File: config.mk
export PLATFORM = sky130hd
export DESIGN_NAME = col_interp
export DESIGN_NICKNAME = d
export VERILOG_FILES = /design/src/rtl/col_interp_pkg.sv /design/src/rtl/col_interp_lerp.sv /design/src/rtl/col_interp.sv
export SDC_FILE = /design/constraint.sdc
export NUM_CORES = 1
export LEC_CHECK = 0
export CORE_AREA = 2 2 126 128
export CTS_CLUSTER_SIZE = 20
export DETAILED_ROUTE_END_ITERATION = 10
export DIE_AREA = 0 0 128 130
export SLEW_MARGIN = 20
export SYNTH_ARGS = -nofsm -noshare
export SYNTH_HDL_FRONTEND = slang
export SYNTH_HIERARCHICAL = 1
export SYNTH_SLANG_ARGS = --single-unit
File: constraint.sdc
create_clock -name clk -period 3.7 [get_ports clk]
set_clock_uncertainty 0.15 [all_clocks]
set_input_delay 0.74 -clock clk [delete_from_list [all_inputs] [get_ports clk]]
set_output_delay 0.74 -clock clk [all_outputs]
set_load 0.005 [all_outputs]
File: src/rtl/col_interp_pkg.sv
// Shared definitions for the vertical column interpolator: FSM encoding,
// pixel width and the default weight precision.
package col_interp_pkg;

    localparam int PIX_W      = 8;
    localparam int FRAC_W_DEF = 4;

    typedef enum logic [1:0] {
        ST_FILL   = 2'd0,
        ST_PUSH   = 2'd1,
        ST_REPLAY = 2'd2,
        ST_DONE   = 2'd3
    } state_t;

endpackage

File: src/rtl/col_interp_lerp.sv
// Two-stage weighted sum of two vertically adjacent pixels:
// stage 1 registers both weighted products, stage 2 adds, rounds and scales.
module interp_lerp
    import col_interp_pkg::*;
#(
    parameter int FRAC_W = FRAC_W_DEF
) (
    input  logic              clk,
    input  logic              rst_n,
    input  logic              in_en,
    input  logic [FRAC_W-1:0] w,
    input  logic [PIX_W-1:0]  old_pix,
    input  logic [PIX_W-1:0]  new_pix,
    output logic [PIX_W-1:0]  out_data,
    output logic              out_en
);

    // The weighted sum never exceeds 255 * 2^FRAC_W, so this width is exact.
    localparam int SUM_W = PIX_W + FRAC_W;
    localparam int ONE   = 1 << FRAC_W;
    localparam int HALF  = 1 << (FRAC_W - 1);

    logic [FRAC_W:0]  w_old;
    logic [SUM_W-1:0] prod_old;
    logic [SUM_W-1:0] prod_new;
    logic [SUM_W-1:0] sum_rnd;
    logic             prod_en;

    assign w_old   = (FRAC_W + 1)'(ONE) - {1'b0, w};
    assign sum_rnd = prod_old + prod_new + SUM_W'(HALF);

    // Stage 1: register the two weighted products and their valid flag.
    always_ff @(posedge clk or negedge rst_n) begin
        // NOTE: non-blocking (<=) in clocked blocks so every register samples pre-edge values.
        if (!rst_n) begin
            prod_en  <= 1'b0;
            prod_old <= '0;
            prod_new <= '0;
        end else begin
            prod_en  <= in_en;
            prod_old <= SUM_W'(w_old) * SUM_W'(old_pix);
            prod_new <= SUM_W'(w) * SUM_W'(new_pix);
        end
    end

    // Stage 2: add, round to nearest and drop the fraction bits.
    always_ff @(posedge clk or negedge rst_n) begin
        if (!rst_n) begin
            out_en   <= 1'b0;
            out_data <= '0;
        end else begin
            out_en   <= prod_en;
            out_data <= PIX_W'(sum_rnd >> FRAC_W);
        end
    end

endmodule

File: src/rtl/col_interp.sv
// Vertical upscaler control: sequences row pushes and replays of the
// two-line buffer, tracks the vertical phase and feeds interp_lerp.
module col_interp
    import col_interp_pkg::*;
#(
    parameter int LINE_W   = 1280,
    parameter int LINES_IN = 720,
    parameter int FRAC_W   = FRAC_W_DEF,
    parameter int STEP     = 8
) (
    input  logic             clk,
    input  logic             rst_n,
    input  logic             in_data_en,
    input  logic [PIX_W-1:0] buf1_data_in,
    input  logic [PIX_W-1:0] buf2_data_in,
    output logic             o_row_req,
    output logic [PIX_W-1:0] o_data,
    output logic             o_data_en,
    output logic             o_frame_done,
    output logic             o_err
);

    localparam int COL_W = (LINE_W > 1) ? $clog2(LINE_W) : 1;
    localparam int ROW_W = $clog2(LINES_IN + 1);
    localparam int PH_W  = FRAC_W + 1;

    localparam logic [COL_W-1:0] LAST_COL = COL_W'(LINE_W - 1);
    localparam logic [ROW_W-1:0] ROW_LAST = ROW_W'(LINES_IN);
    localparam logic [PH_W-1:0]  PH_ONE   = PH_W'(1 << FRAC_W);
    localparam logic [PH_W-1:0]  PH_STEP  = PH_W'(STEP);

    state_t           state;
    state_t           state_nxt;
    logic [COL_W-1:0] col_cnt;
    logic [ROW_W-1:0] row_cnt;
    logic [ROW_W-1:0] rows_seen;
    logic [PH_W-1:0]  ph;
    logic [PH_W-1:0]  ph_sum;
    logic [PH_W-1:0]  ph_after;
    logic             is_in;
    logic             counted;
    logic             line_end;
    logic             ph_wrap;
    logic             last_line;
    logic             violation;
    logic             lerp_en;
    logic             last_pix;
    logic             done_d1;

    // A row is being received in FILL/PUSH; REPLAY advances on its own.
    assign is_in     = (state == ST_FILL) || (state == ST_PUSH);
    assign counted   = is_in ? in_data_en : (state == ST_REPLAY);
    assign line_end  = counted && (col_cnt == LAST_COL);
    assign violation = ((state == ST_REPLAY) && in_data_en) ||
                       (is_in && !in_data_en && (col_cnt != '0));

    // Next-phase decision: crossing one input-row pitch means a new row is needed.
    assign ph_sum    = ph + PH_STEP;
    assign ph_wrap   = (ph_sum >= PH_ONE);
    assign ph_after  = ph_wrap ? (ph_sum - PH_ONE) : ph_sum;

    // Rows consumed once the current line completes; a PUSH line adds its own row.
    assign rows_seen = (state == ST_PUSH) ? (row_cnt + ROW_W'(1)) : row_cnt;
    assign last_line = ph_wrap && (rows_seen == ROW_LAST);

    assign lerp_en   = counted && !violation && ((state == ST_PUSH) || (state == ST_REPLAY));
    assign last_pix  = lerp_en && line_end && last_line;

    // State register.
    always_ff @(posedge clk or negedge rst_n) begin
        if (!rst_n) state <= ST_FILL;
        else        state <= state_nxt;
    end

    // Next-state decode; a protocol violation always restarts the frame.
    always_comb begin
        // NOTE: default assignment first so no path leaves state_nxt unassigned (no latch).
        state_nxt = state;
        if (violation) begin
            state_nxt = ST_FILL;
        end else begin
            case (state)
                ST_FILL: if (line_end) state_nxt = ST_PUSH;
                ST_PUSH, ST_REPLAY: begin
                    if (line_end) begin
                        if (!ph_wrap)       state_nxt = ST_REPLAY;
                        else if (last_line) state_nxt = ST_DONE;
                        else                state_nxt = ST_PUSH;
                    end
                end
                ST_DONE: state_nxt = ST_FILL;
                default: state_nxt = ST_FILL;
            endcase
        end
    end

    // Row request: withheld while replaying, and on the last pixel before a replay.
    always_comb begin
        o_row_req = 1'b0;
        case (state)
            ST_FILL: o_row_req = 1'b1;
            ST_PUSH: o_row_req = !((col_cnt == LAST_COL) && !ph_wrap);
            default: o_row_req = 1'b0;
        endcase
    end

    // Column, row and phase counters.
    always_ff @(posedge clk or negedge rst_n) begin
        if (!rst_n) begin
            col_cnt <= '0;
            row_cnt <= '0;
            ph      <= '0;
        end else if (violation || (state == ST_DONE)) begin
            col_cnt <= '0;
            row_cnt <= '0;
            ph      <= '0;
        end else if (counted) begin
            col_cnt <= line_end ? '0 : (col_cnt + COL_W'(1));
            if (line_end) begin
                if (is_in) row_cnt <= row_cnt + ROW_W'(1);
                ph <= (state == ST_FILL) ? '0 : ph_after;
            end
        end
    end

    // Sticky error flag and frame-done pulse aligned with the datapath latency.
    always_ff @(posedge clk or negedge rst_n) begin
        if (!rst_n) begin
            o_err        <= 1'b0;
            done_d1      <= 1'b0;
            o_frame_done <= 1'b0;
        end else begin
            if (violation) o_err <= 1'b1;
            done_d1      <= last_pix;
            o_frame_done <= done_d1;
        end
    end

    interp_lerp #(
        .FRAC_W (FRAC_W)
    ) u_lerp (
        .clk      (clk),
        .rst_n    (rst_n),
        .in_en    (lerp_en),
        .w        (ph[FRAC_W-1:0]),
        .old_pix  (buf2_data_in),
        .new_pix  (buf1_data_in),
        .out_data (o_data),
        .out_en   (o_data_en)
    );

endmodule
; ---- Word level (Yosys, flattened, before mapping)
; Cells that the tools add are included.
[totals]
wordCells = 77
output_inout_bits = 12
reg_bits = 65
in_bits = 19
[classes]
n_eq_ne = 7
n_mul = 2
order_cmp = 1
mux = 21
n_addsub = 7
reduce_logical = 27
[op_table]
columns = op, n
row1 = $mux 10, 5
row2 = $mux 11, 3
row3 = $mux 5, 5
row4 = $add 12x12->12, 1
row5 = $add 12x4->12 const B, 1
row6 = $mul 4x8->12, 1
row7 = $mul 5x8->12, 1
row8 = $add 11x1->11 const B, 1
row9 = $eq 11x11->1 const B, 1
row10 = $reduce_bool 11->1, 1
row11 = $add 10x1->10 const B, 1
row12 = $eq 10x10->1 const B, 1
row13 = $logic_and 1x1->1, 10
row14 = $mux 2, 5
row15 = $ne 3x3->1 const B, 2
row16 = $pmux 2 s3, 1
row17 = $reduce_bool 2->1, 3
row18 = $add 5x4->5 const B, 1
row19 = $ge 5x5->1 const B, 1
row20 = $sub 5x4->5 const A, 1
row21 = $sub 5x5->5 const B, 1
row22 = $eq 2x2->1 const B, 2
row23 = $logic_not 1->1, 4
row24 = $logic_or 1x1->1, 4
row25 = other kinds (7), 8

; ---- Depth between registers and ports, before layout
[depth]
ltp_word = 10
mapped_depth = 17
depth_no_buf = 16

; ---- Modules after synthesis
; The synthesis kept the hierarchy.
[by_module_without_submodules]
columns = mod, seq_area_each_um2, n_inst, area_each_um2, cells_per_inst
row1 = interp_lerp, 850.8, 1, 3408.3, 338
row2 = col_interp, 700.7, 1, 1811.7, 208

; ---- Worst setup path before layout
; No wires, ideal clock.
[synth_path]
kind = reg2reg
from = register ph[3]
to = register u_lerp.prod_old[10]
path_stages_with_launch = 14
path_buffers = 1
t_arrival_ns = 3.657
synth_period_minus_slack_ns = 3.887
slack_ns = -0.187
t_required_ns = 3.470
setup_time_ns = 0.080
cell_sequence = dfrtp_1 -> buf_2 -> nor3b_4 -> nand2_1 -> fa_1 -> inv_1 -> fa_1 -> inv_1 -> fa_1 -> inv_1 -> ha_1 -> o211a_1 -> a221oi_1 -> xnor2_1
[synth_via]
elab_chain_len = 2
[synth_lines]
columns = element, line
row1 = "start, declared", col_interp.sv:37  ; logic [PH_W-1:0] ph;
row2 = "start signal, assigned", col_interp.sv:121  ; ph <= (state == ST_FILL) ? '0 : ph_after;
row3 = $sub 5x4->5, col_interp_lerp.sv:29  ; assign w_old = (FRAC_W + 1)'(ONE) - {1'b0, w};
row4 = $mul 5x8->12, col_interp_lerp.sv:41  ; prod_old <= SUM_W'(w_old) * SUM_W'(old_pix);
row5 = "end signal, assigned", col_interp_lerp.sv:41
row6 = "end, declared", col_interp_lerp.sv:24  ; logic [SUM_W-1:0] prod_old;
; Every way passes these cells.
; A chain may end at the register's enable or synchronous reset.

; ---- Worst setup path after layout
; Ends and elaborated chain as after synthesis.

==> out/metrics.yaml <==
tightest_slew_ns: 0.668
ant_nets: 0
initialDrtViolationCount: 199
reg2reg_from: "ph[3]"
power_density_mw_per_mm2: 503
final-setup-viol-count: 0
cp.arrival_ns: 3.72
vdd_drop_max_mv: 0.331
synth_edf_count: 0
synth-seq-cells: 62
clk_latency_ns: 0.33
synthCells: 546
rsz0062_at_grt: "yes"
clk_pin_slew_ns: 0.06
wl_per_cell_um: 12.9
r2r_end: "u_lerp/prod_old[10]"
maxSlewViolCount: 0
outcome: "finished clean"
start_kind: "flop"
cp_top_family: "adder cells"
async_reset_ff_share_pct: 100
placement.cell_area_sq_mm: 0.00593
grt_pass1_vias: 4055
holdCritStartpoint: "done_d1"
whs_ns: 0.202
drive_gt1_share_pct: 10.1
path_cells: "buf_12 -> nor3b_4 -> buf_6 -> nand2_1 -> fa_1 -> inv_1 -> fa_1 -> fa_2 -> ha_4 -> o211a_1 -> a221oi_2 -> xnor2_1"
hold_depth: 0
drc_errors: 0
place.gp.congestion: 0.809
diodes: 0
yosysSeqAreaShare_pct: 29.7
syn_to_final_growth_pct: 21.0
io_pins: 31
criticalPathCategory: "reg -> reg"
ys_types: 59
synth_top_area_share_pct: 29.7
leakagePower_nw: 3.01
hold_viol_final: 0
slew_headroom_pct: 55.5
vias: 3968
path_buf_inv: 3
h-tree-depth: 3
cp-end-kind: "flop"
ctsHoldBuffers: 0
critPathMaxFanout: 5
grt_util_all_layers_pct: 13.2
dieArea_sq_mm: 0.0166
port_buffers: 30
holdCritPathClass: "reg -> reg"
min_period_ns: 3.61
grt_max_degree: 51
core-area_sq_mm: 0.0154
fp-row-count: 46
wirelength_mm: 10.4
synth_ff_type: "dfrtp_1"
whs_endpoint: "o_frame_done"
die_w_um: 128
fin_ws_ns: 0.0855
die_y_um: 130
viasPerCell: 4.92
initial_utilization_pct: 33.8
cts-root-buf: "clkbuf_16"
ys_warn_count: 6
syn_area_sq_mm: 0.00522
p_total_mw: 3.18
gr-total-overflow: 0
antenna_found_initial: 0
nets: 721
cts-buffers-inserted: 9
cp_common_cell: "fa_1"
ys_top_cells_by_area: "dfrtp_1 30%, ha_1 15%, fa_1 11%"
fmax_mhz: 277
slowest_delay_ns: 0.53
cts.path.max_buffers: 2
synth_top_cell_by_area: "dfrtp_1"
grt_pass1_wl_mm: 17.9
drtPass1Iterations: 5
drv_cap: 0
r2r_cells: 12
cts_tree: "done"
cts_sinks: 62
post-dp-hpwl_mm: 8.15
finalCritPeriodShare_pct: 97.7
syn_avg_cell_area_sq_um: 9.56
pre_cts_slack_ns: -0.542
tns_ns: 0
stdcell_area_sq_mm: 0.00632
required_ns: 3.80
critPathSlowestCell: "fa_1"
regToRegSetupSlack_ns: 0.09
logic make-up (layout without fill, tap and decap cells):
logic type | Yosys count | after routing | synth area share [%]
and+or+nand+nor | 193 | 193 | 20.0
adders and majority gates | 92 | 92 | 26.2
AOI/OAI and AO/OA | 85 | 85 | 11.5
buffers and inverters | 68 | 126 | 4.94
DFF | 62 | 62 | 29.7
xor gates and xnor gates | 44 | 44 | 7.38
other | 1 | 12 | 0.0718
muxes | 1 | 1 | 0.192
per-layer routing:
metal	part of all wire (%)	up-vias	routed length, um	track usage [%]
li1	-	1973	-	-
met1	45	1942	4640	14.9
met2	52	41	5370	25.0
met3	2.2	12	229	2.91
met4	1.2	0	127	4.07
met5	0	-	0	0
final cells by class:
class                           count  area [sq um]
Clock buffer                       10           239
Clock inverter                      6          70.1
Fill cell                        1529          9110
Inverter                           56           210
Multi-Input combinational cell    427          3490
Sequential cell                    62          1550
Tap cell                          192           240
Timing Repair Buffer               54           513
cell usage after synthesis, types with 2 or more instances:
| cell | count |
|---|---|
| nor4b_1 | 2 |
| dfrtp_1 | 62 |
| xnor2_1 | 30 |
| nand2_1 | 55 |
| fa_1 | 29 |
| a211oi_1 | 3 |
| o211ai_1 | 2 |
| nor3_1 | 8 |
| nor2_1 | 25 |
| a31oi_1 | 2 |
| xor2_1 | 14 |
| or3_1 | 5 |
| o32ai_1 | 2 |
| and3_1 | 3 |
| a21oi_1 | 25 |
| and4b_1 | 2 |
| or4_1 | 4 |
| o21bai_1 | 5 |
| o31ai_1 | 5 |
| nand2b_1 | 7 |
| and2_1 | 40 |
| o21ai_0 | 13 |
| nor3b_1 | 4 |
| nand3b_1 | 3 |
| ha_1 | 63 |
| nor2b_1 | 3 |
| a21o_1 | 8 |
| o21ai_1 | 2 |
| nand3_1 | 14 |
| nand4_1 | 4 |
| inv_1 | 56 |
| a41oi_1 | 3 |
| clkbuf_1 | 10 |
| nor4_1 | 7 |
| buf_2 | 2 |
cell usage in the layout, fill, tap and decap left out, types with 3 or more instances in the layout:
| cell | n |
|---|---|
| a21o_1 | 8 |
| a21oi_1 | 23 |
| a21oi_2 | 3 |
| a41oi_1 | 3 |
| and2_1 | 40 |
| and3_1 | 3 |
| buf_4 | 22 |
| clkbuf_16 | 10 |
| clkdlybuf4s50_1 | 27 |
| clkinvlp_4 | 3 |
| conb_1 | 12 |
| dfrtp_1 | 61 |
| fa_1 | 28 |
| ha_1 | 62 |
| inv_1 | 54 |
| nand2_1 | 55 |
| nand2b_1 | 7 |
| nand3_1 | 14 |
| nand3b_1 | 3 |
| nand4_1 | 4 |
| nor2_1 | 25 |
| nor2b_1 | 3 |
| nor3_1 | 8 |
| nor3b_1 | 4 |
| nor4_1 | 7 |
| o21ai_0 | 13 |
| o21bai_1 | 5 |
| o31ai_1 | 5 |
| or3_1 | 5 |
| or4_1 | 4 |
| xnor2_1 | 29 |
| xor2_1 | 14 |
metrics by stage:
stage	util [%]	cells
5_1_grt	41.0	807
3_3_place_gp	38.4	787
4_1_cts	40.5	803
3_5_place_dp	38.4	787
2_1_floorplan	-	557
6_report	41.0	807
state kept, by name, indices dropped and copies added, names as in the netlist:
| signal | count |
|---|---|
| o_frame_done | 1 |
| u_lerp/out_en | 1 |
| done_d1 | 1 |
| state | 2 |
| col_cnt | 11 |
| u_lerp/out_data | 8 |
| u_lerp/prod_new | 12 |
| o_err | 1 |
| u_lerp/prod_en | 1 |
| row_cnt | 10 |
| ph | 2 |
| u_lerp/prod_old | 12 |
timing repair:
action | 4_1_cts | 5_1_grt
resized for setup | 5 | 6
pin swaps | 6 | 10
gates cloned | 0 | 1
setup endpoints to repair | 3 | 3
buffers inserted | 0 | 3
how the worst max path moves through the flow:
stage / startpoint / to / slack (ns) / depth (start not counted)
2_1_floorplan: buf2_data_in[3] / u_lerp/prod_old[10] / 0.03 / 11
3_3_place_gp: buf2_data_in[3] / u_lerp/prod_old[10] / -0.47 / 12
3_5_place_dp: buf2_data_in[3] / u_lerp/prod_old[10] / -0.54 / 12
4_1_cts: buf2_data_in[3] / u_lerp/prod_old[10] / 0.02 / 12
5_1_grt: ph[3] / u_lerp/prod_old[10] / -0.10 / 13
6_report: ph[3] / u_lerp/prod_old[10] / 0.09 / 12
power breakdown:
group / internal (mW) / total [mW] / switching, mW / leakage, nW
sequential: 0.835 / 0.890 / 0.0552 / 0.797
combinational: 0.687 / 1.44 / 0.750 / 2.07
clock: 0.542 / 0.852 / 0.310 / 0.141
No activity file was read; power rests on OpenSTA's default activity.
